## config.mk

```make
export PLATFORM = sky130hd
export DESIGN_NAME = lcd1602_responder
export DESIGN_NICKNAME = d
export VERILOG_FILES = /design/src/rtl/lcd1602_responder.sv
export SDC_FILE = /design/constraint.sdc
export NUM_CORES = 1
export LEC_CHECK = 0
export CAP_MARGIN = 40
export CELL_PAD_IN_SITES_DETAIL_PLACEMENT = 1
export CELL_PAD_IN_SITES_GLOBAL_PLACEMENT = 2
export CORE_MARGIN = 2
export CORE_UTILIZATION = 50
export CTS_CLUSTER_SIZE = 24
export DETAILED_ROUTE_END_ITERATION = 8
export GPL_ROUTABILITY_DRIVEN = 1
export PLACE_DENSITY_LB_ADDON = 0.1
export SLEW_MARGIN = 10
export SYNTH_ARGS = -nofsm -noshare
export SYNTH_HDL_FRONTEND = slang
export SYNTH_SLANG_ARGS = --single-unit
```

## constraint.sdc

```tcl
create_clock -name clk -period 10.4 [get_ports clk]
set_input_delay 2.08 -clock clk [delete_from_list [all_inputs] [get_ports clk]]
set_output_delay 2.08 -clock clk [all_outputs]
set_load 0.005 [all_outputs]
```

## src/rtl/lcd1602_responder.sv

```systemverilog
// lcd1602_responder: HD44780-style display-side responder for the LCD1602 8-bit parallel bus.
// Build option LCD_RESP_STRICT_BUSY_EN: drop (instead of execute) write transfers arriving while busy.
module lcd1602_responder #(
  parameter int unsigned BUSY_CYCLES       = 2000,
  parameter int unsigned CLEAR_BUSY_CYCLES = 80000
) (
  input  logic       clk,
  input  logic       reset,
  input  logic       lcd_rs,
  input  logic       lcd_rw,
  input  logic       lcd_e,
  input  logic [7:0] lcd_data_i,
  output logic [7:0] lcd_data_o,
  output logic       lcd_data_oe,
  output logic       busy,
  output logic [6:0] ddram_addr,
  output logic       display_on,
  output logic       cursor_on,
  output logic       blink_on,
  output logic       mode_8bit,
  output logic       two_line,
  output logic       entry_inc,
  output logic       entry_shift,
  input  logic [6:0] rd_addr,
  output logic [7:0] rd_data,
  output logic       cmd_valid,
  output logic       err,
  output logic [1:0] fsm_state
);

  typedef enum logic [1:0] {S_IDLE, S_EXEC, S_CLEAR, S_BUSY} state_t;

  // Busy time is counted from the EXEC cycle; EXEC and the 128 CLEAR cycles are part of it.
  localparam logic [31:0] BUSY_LOAD  = 32'(BUSY_CYCLES - 2);
  localparam logic [31:0] HOME_LOAD  = 32'(CLEAR_BUSY_CYCLES - 2);
  localparam logic [31:0] CLEAR_LOAD = 32'(CLEAR_BUSY_CYCLES - 130);

  state_t      state;
  logic        e_s1, e_s2, e_prev, rs_s1, rs_s2, rw_s1, rw_s2;
  logic [7:0]  data_s1, data_s2;
  logic        fall_q, cap_rs, cap_rw, rd_pend;
  logic [7:0]  cap_data;
  logic        cmd_rs;
  logic [7:0]  cmd_data;
  logic [31:0] busy_cnt;
  logic [6:0]  clr_addr;
  logic [7:0]  ddram [128];
  logic        mem_we;
  logic [6:0]  mem_waddr;
  logic [7:0]  mem_wdata;
  logic        wr_fall, rd_fall;
`ifndef LCD_RESP_STRICT_BUSY_EN
  logic        pend;
`endif

  assign fsm_state = state;
  assign wr_fall   = fall_q & ~cap_rw;
  assign rd_fall   = fall_q & cap_rw;

  function automatic logic [6:0] step_addr(input logic [6:0] a, input logic inc, input logic two);
    logic [6:0] r;
    r = inc ? a + 7'd1 : a - 7'd1;
    if (two) begin
      if (inc && a == 7'h27)       r = 7'h40;
      else if (inc && a == 7'h67)  r = 7'h00;
      else if (!inc && a == 7'h00) r = 7'h67;
      else if (!inc && a == 7'h40) r = 7'h27;
    end else begin
      if (inc && a == 7'h4F)       r = 7'h00;
      else if (!inc && a == 7'h00) r = 7'h4F;
    end
    return r;
  endfunction

  function automatic logic addr_valid(input logic [6:0] a, input logic two);
    return two ? ((a <= 7'h27) || (a >= 7'h40 && a <= 7'h67)) : (a <= 7'h4F);
  endfunction

  // Bus synchronizer; the falling-edge capture adds one register stage ahead of the FSM.
  always_ff @(posedge clk) begin
    if (!reset) begin
      e_s1 <= 1'b0; e_s2 <= 1'b0; e_prev <= 1'b0;
      rs_s1 <= 1'b0; rs_s2 <= 1'b0; rw_s1 <= 1'b0; rw_s2 <= 1'b0;
      data_s1 <= 8'h00; data_s2 <= 8'h00;
      fall_q <= 1'b0; cap_rs <= 1'b0; cap_rw <= 1'b0; cap_data <= 8'h00;
    end else begin
      e_s1 <= lcd_e;      e_s2 <= e_s1;   e_prev <= e_s2;
      rs_s1 <= lcd_rs;    rs_s2 <= rs_s1;
      rw_s1 <= lcd_rw;    rw_s2 <= rw_s1;
      data_s1 <= lcd_data_i; data_s2 <= data_s1;
      fall_q <= e_prev & ~e_s2;
      if (e_prev && !e_s2) begin
        cap_rs   <= rs_s2;
        cap_rw   <= rw_s2;
        cap_data <= data_s2;
      end
    end
  end

  always_comb begin
    mem_we    = 1'b0;
    mem_waddr = ddram_addr;
    mem_wdata = cmd_data;
    if (reset) begin
      if (state == S_CLEAR) begin
        mem_we    = 1'b1;
        mem_waddr = clr_addr;
        mem_wdata = 8'h20;
      end else if (state == S_EXEC && cmd_rs && addr_valid(ddram_addr, two_line)) begin
        mem_we = 1'b1;
      end
    end
  end

  always_ff @(posedge clk) begin
    if (mem_we) ddram[mem_waddr] <= mem_wdata;
  end

  always_ff @(posedge clk) begin
    if (!reset) begin
      rd_data     <= 8'h00;
      lcd_data_o  <= 8'h00;
      lcd_data_oe <= 1'b0;
    end else begin
      rd_data     <= ddram[rd_addr];
      lcd_data_oe <= e_s2 & rw_s2;
      if (e_s2 && rw_s2) lcd_data_o <= rs_s2 ? ddram[ddram_addr] : {busy, ddram_addr};
      else               lcd_data_o <= 8'h00;
    end
  end

  always_ff @(posedge clk) begin
    if (!reset) begin
      state <= S_IDLE; ddram_addr <= 7'h00; busy <= 1'b0; busy_cnt <= 32'd0;
      clr_addr <= 7'h00; rd_pend <= 1'b0; cmd_rs <= 1'b0; cmd_data <= 8'h00;
      display_on <= 1'b0; cursor_on <= 1'b0; blink_on <= 1'b0;
      mode_8bit <= 1'b1; two_line <= 1'b0; entry_inc <= 1'b1; entry_shift <= 1'b0;
      cmd_valid <= 1'b0; err <= 1'b0;
`ifndef LCD_RESP_STRICT_BUSY_EN
      pend <= 1'b0;
`endif
    end else begin
      cmd_valid <= 1'b0;
      err       <= 1'b0;
      rd_pend   <= rd_fall;
      // Reads bypass the FSM: never gated by busy and never add busy time.
      if (rd_pend) begin
        cmd_valid <= 1'b1;
        if (cap_rs) ddram_addr <= step_addr(ddram_addr, entry_inc, two_line);
      end
      if (wr_fall && state != S_IDLE) err <= 1'b1;
      case (state)
        S_IDLE: if (wr_fall) begin
          state <= S_EXEC; busy <= 1'b1; cmd_rs <= cap_rs; cmd_data <= cap_data;
        end
        S_EXEC: begin
          cmd_valid <= 1'b1;
          state     <= S_BUSY;
          busy_cnt  <= BUSY_LOAD;
          if (cmd_rs) ddram_addr <= step_addr(ddram_addr, entry_inc, two_line);
          else begin
            casez (cmd_data)
              8'b1???????: ddram_addr <= cmd_data[6:0];
              8'b01??????: err <= 1'b1;
              8'b001?????: begin mode_8bit <= cmd_data[4]; two_line <= cmd_data[3]; end
              8'b0001????: if (cmd_data[3]) err <= 1'b1;
                           else ddram_addr <= step_addr(ddram_addr, cmd_data[2], two_line);
              8'b00001???: begin
                display_on <= cmd_data[2]; cursor_on <= cmd_data[1]; blink_on <= cmd_data[0];
              end
              8'b000001??: begin entry_inc <= cmd_data[1]; entry_shift <= cmd_data[0]; end
              8'b0000001?: begin ddram_addr <= 7'h00; busy_cnt <= HOME_LOAD; end
              8'b00000001: begin state <= S_CLEAR; clr_addr <= 7'h00; end
              default:     err <= 1'b1;
            endcase
          end
        end
        S_CLEAR: begin
          clr_addr <= clr_addr + 7'd1;
`ifndef LCD_RESP_STRICT_BUSY_EN
          // A write during the fill is held and executed as soon as the fill finishes.
          if (wr_fall) begin pend <= 1'b1; cmd_rs <= cap_rs; cmd_data <= cap_data; end
`endif
          if (clr_addr == 7'h7F) begin
            ddram_addr <= 7'h00;
            entry_inc  <= 1'b1;
            state      <= S_BUSY;
            busy_cnt   <= CLEAR_LOAD;
          end
        end
        S_BUSY: begin
`ifdef LCD_RESP_STRICT_BUSY_EN
          if (busy_cnt == 32'd0) begin state <= S_IDLE; busy <= 1'b0; end
          else busy_cnt <= busy_cnt - 32'd1;
`else
          if (wr_fall || pend) begin
            state <= S_EXEC;
            pend  <= 1'b0;
            if (wr_fall) begin cmd_rs <= cap_rs; cmd_data <= cap_data; end
          end else if (busy_cnt == 32'd0) begin
            state <= S_IDLE; busy <= 1'b0;
          end else begin
            busy_cnt <= busy_cnt - 32'd1;
          end
`endif
        end
        default: state <= S_IDLE;
      endcase
    end
  end

endmodule

```

==> out/qor.csv <==
stage;metric;value;unit
status;status;completed;
placement;routabilityCongestion;0.9335;
die;start_util;50.41;%
setup_path;r2r-start;ddram_addr[0]$_SDFF_PN0_;
setup_path;cpPeakStageDelay;0.95;ns
worst_hold_path;hp-start;data_s1[4]$_SDFF_PN0_;
worst_hold_path;hold_class;reg -> reg;
power_and_ir_drop;powerDensity;176.6;nW/um2
clock_network;htree_levels;3;
setup_path;cp.arrival;5.74;ns
timing;tightest_slew;0.9537;ns
timing;worst_clock_skew;0.05268;ns
placement;io_buffer_count;55;
clock_network;clkTransAtPathRegs;0.06;ns
synth;synth_edf_count;1024;
synth;async_reset_ff_share;0;%
finish;area_delta_synth_final;12.19;%
clock_network;clk_latency;0.75;ns
clock_network;cts_root_buf;clkbuf_16;
die;die-area;110600;um2
route;totalWireLength;177400;um
timing;final-max-slew-violation-count;0;
job;maxCapViolations;0;
timing;finalSetupTns;0;ns
placement;post-place-ws;4.312;ns
timing;post-route-period-util;51.71;%
setup_path;cp_cell_sequence;buf_2 > buf_4 > nand2_1 > a21boi_1 > nand3_2 > nor2_1;
setup_path;end_kind;flip-flop;
die;core-area;107100;um2
clock_network;cts-hold-fix-buffers;0;
route;first_pass_iters;5;
die;rows;120;
route;postRouteAntennaNets;0;
finish;final_common_cell;edfxtp_1;
synth;yosys_warnings;0;
route;drc_errors;0;
synth;syn_nets;3063;
finish;final_cell_area;60550;um2
synth;yosysSeqAreaShare;61.43;%
setup_path;crit_family;simple AND/OR/NAND/NOR gates;
route;wl_per_cell;38.55;um
die;io_pins;56;
global_routing;overflow;0;
route;via_count;32470;
timing;whs;0.4359;ns
timing;max_freq;185.9;MHz
setup_path;crit_fanout;44;
clock_network;postCtsResizedCells;0;
synth;netlist_area;53970;um2
setup_path;cp-start-kind;input port;
global_routing;grt_max_degree;107;
timing;hold_violations;0;
finish;fillCellCount;9379;
finish;drive_gt1_share;29.57;%
finish;layout.nets;3121;
route;drt-vias-per-instance;7.053;
power_and_ir_drop;power.leakage;18.79;nW
setup_path;critPathLaunch;reset;
clock_network;cts_buffer_depth;3;
finish;multi_input_area;19630;um2
finish;final_cell_mix;edfxtp_1 (1024), mux4_2 (580), nor2_1 (214);
timing;slew_headroom;36.42;%
timing;grt_setup_unrepaired;no;
setup_path;critPathRequiredTime;10.76;ns
die;die-height;332.5;um
finish;register_area;33170;um2
setup_path;cp_slowest_cell;nor2_1;
synth;synth.distinct_cells;88;
die;die_x;332.5;um
placement;postPlaceCellArea;56320;um2
timing;finalSetupViolCount;0;
clock_network;cts.sinks;1144;
timing;setup_ws;5.022;ns
setup_path;path_buf_inv;2;
placement;place_hpwl;119800;um
clock_network;tritoncts;done;
global_routing;grt_pass1_vias;33300;
synth;synth_cells;3035;
synth;ys_seq_elements;1144;
global_routing;antenna_found_initial;3;
global_routing;grt_usage;32.46;%
power_and_ir_drop;ir_drop;141.2;uV
timing;period_needed;5.378;ns
route;drtIter0Drc;4237;
clock_network;post_cts_buffers;0;
synth;ys.flop_type;edfxtp_1;
global_routing;grt_pass1_wl;255400;um
setup_path;crit_type;in -> reg;
synth;avgSynthCellArea;17.78;um2
clock_network;cts_buffers;121;
-- final cells by class --
cell class                      instances  share of cell area [%]
Antenna cell                            1                0.004133
Clock buffer                          148                   5.267
Clock inverter                         81                   1.601
Inverter                               19                  0.1219
Multi-Input combinational cell       1647                   32.42
Sequential cell                      1144                   54.78
Tap cell                             1403                   2.899
Timing Repair Buffer                  160                   2.903
-- path summary, 6_finish.rpt --
kind / end / cells past startpoint / slack (ns)
max: ddram[97][7]$_DFFE_PP_ / 6 / 5.02
min: data_s2[4]$_SDFF_PN0_ / 1 / 0.44
max reg2reg: lcd_data_o[7]$_SDFF_PN0_ / 9 / 5.12
min reg2reg: data_s2[4]$_SDFF_PN0_ / 1 / 0.44
-- power breakdown --
| group | leakage, nW | internal (mW) | switching [mW] |
|---|---|---|---|
| combinational | 6.33 | 0.423 | 0.636 |
| clock | 2.01 | 2.65 | 1.89 |
| sequential | 10.4 | 5.00 | 0.0843 |
| total | 18.8 | 8.08 | 2.61 |
-- cell families after synthesis --
kind of cell | Yosys count | share of synthesized area, %
compound gates | 358 | 4.555
xor+xnor | 10 | 0.1623
fa+ha+maj | 8 | 0.1855
buf+inv | 244 | 2.360
flops | 1144 | 61.43
mux | 670 | 25.89
simple gates | 601 | 5.425
-- registers in the layout, summed over array words and instances (netlist names), 2 cells and up --
signal,count
ddram,1024
busy_cnt,32
cap_data,8
cmd_data,8
data_s1,8
data_s2,8
lcd_data_o,8
rd_data,8
clr_addr,7
ddram_addr,7
fsm_state,2
-- worst register-to-register path: stages (launching register included) --
cell and delay [ns]:
dfxtp_4 0.77, buf_4 0.40, buf_16 0.32, buf_4 0.76, buf_4 0.68, mux4_2 0.66
mux4_2 0.55, and2_1 0.19, nor4_1 0.53, nor3b_1 0.25
-- synthesized netlist by cell type, drive strengths merged (16+ instances only) --
cell    count  share of area (%)
nor3       30               0.30
dfxtp     120                4.5
nand2     128               0.89
a22oi      50               0.70
or4        23               0.35
nand3      49               0.45
nor2      215                1.5
mux2i      84                1.6
inv        16               0.11
edfxtp   1024                 57
clkbuf    108               0.75
o22ai      29               0.34
buf       117                1.5
or2        18               0.21
nand2b     17               0.20
o31ai      32               0.45
nor2b      23               0.27
mux4      580                 24
o21ai      46               0.43
a21oi      89               0.85
and2       42               0.49
-- per-stage QoR --
step / util [%] / power, mW / instances
after floorplan: - / 5.889 / 3035
after global placement: 51.99 / 6.181 / 4326
after detailed placement: 52.61 / 6.237 / 4369
after CTS: 56.49 / 10.74 / 4598
after global routing: 56.56 / 10.99 / 4602
final: 56.56 / 10.69 / 4603
-- layer usage --
| metal | vias up | GRT usage (%) | routed length [um] |
|---|---|---|---|
| met4 | 2 | 13.22 | 8177 |
| met1 | 17380 | 44.74 | 68910 |
| met3 | 333 | 7.655 | 17250 |
| met5 | - | 0 | 15 |
| met2 | 1867 | 50.22 | 83070 |
| li1 | 12880 | - | - |
(Power assumes the default switching activity.)
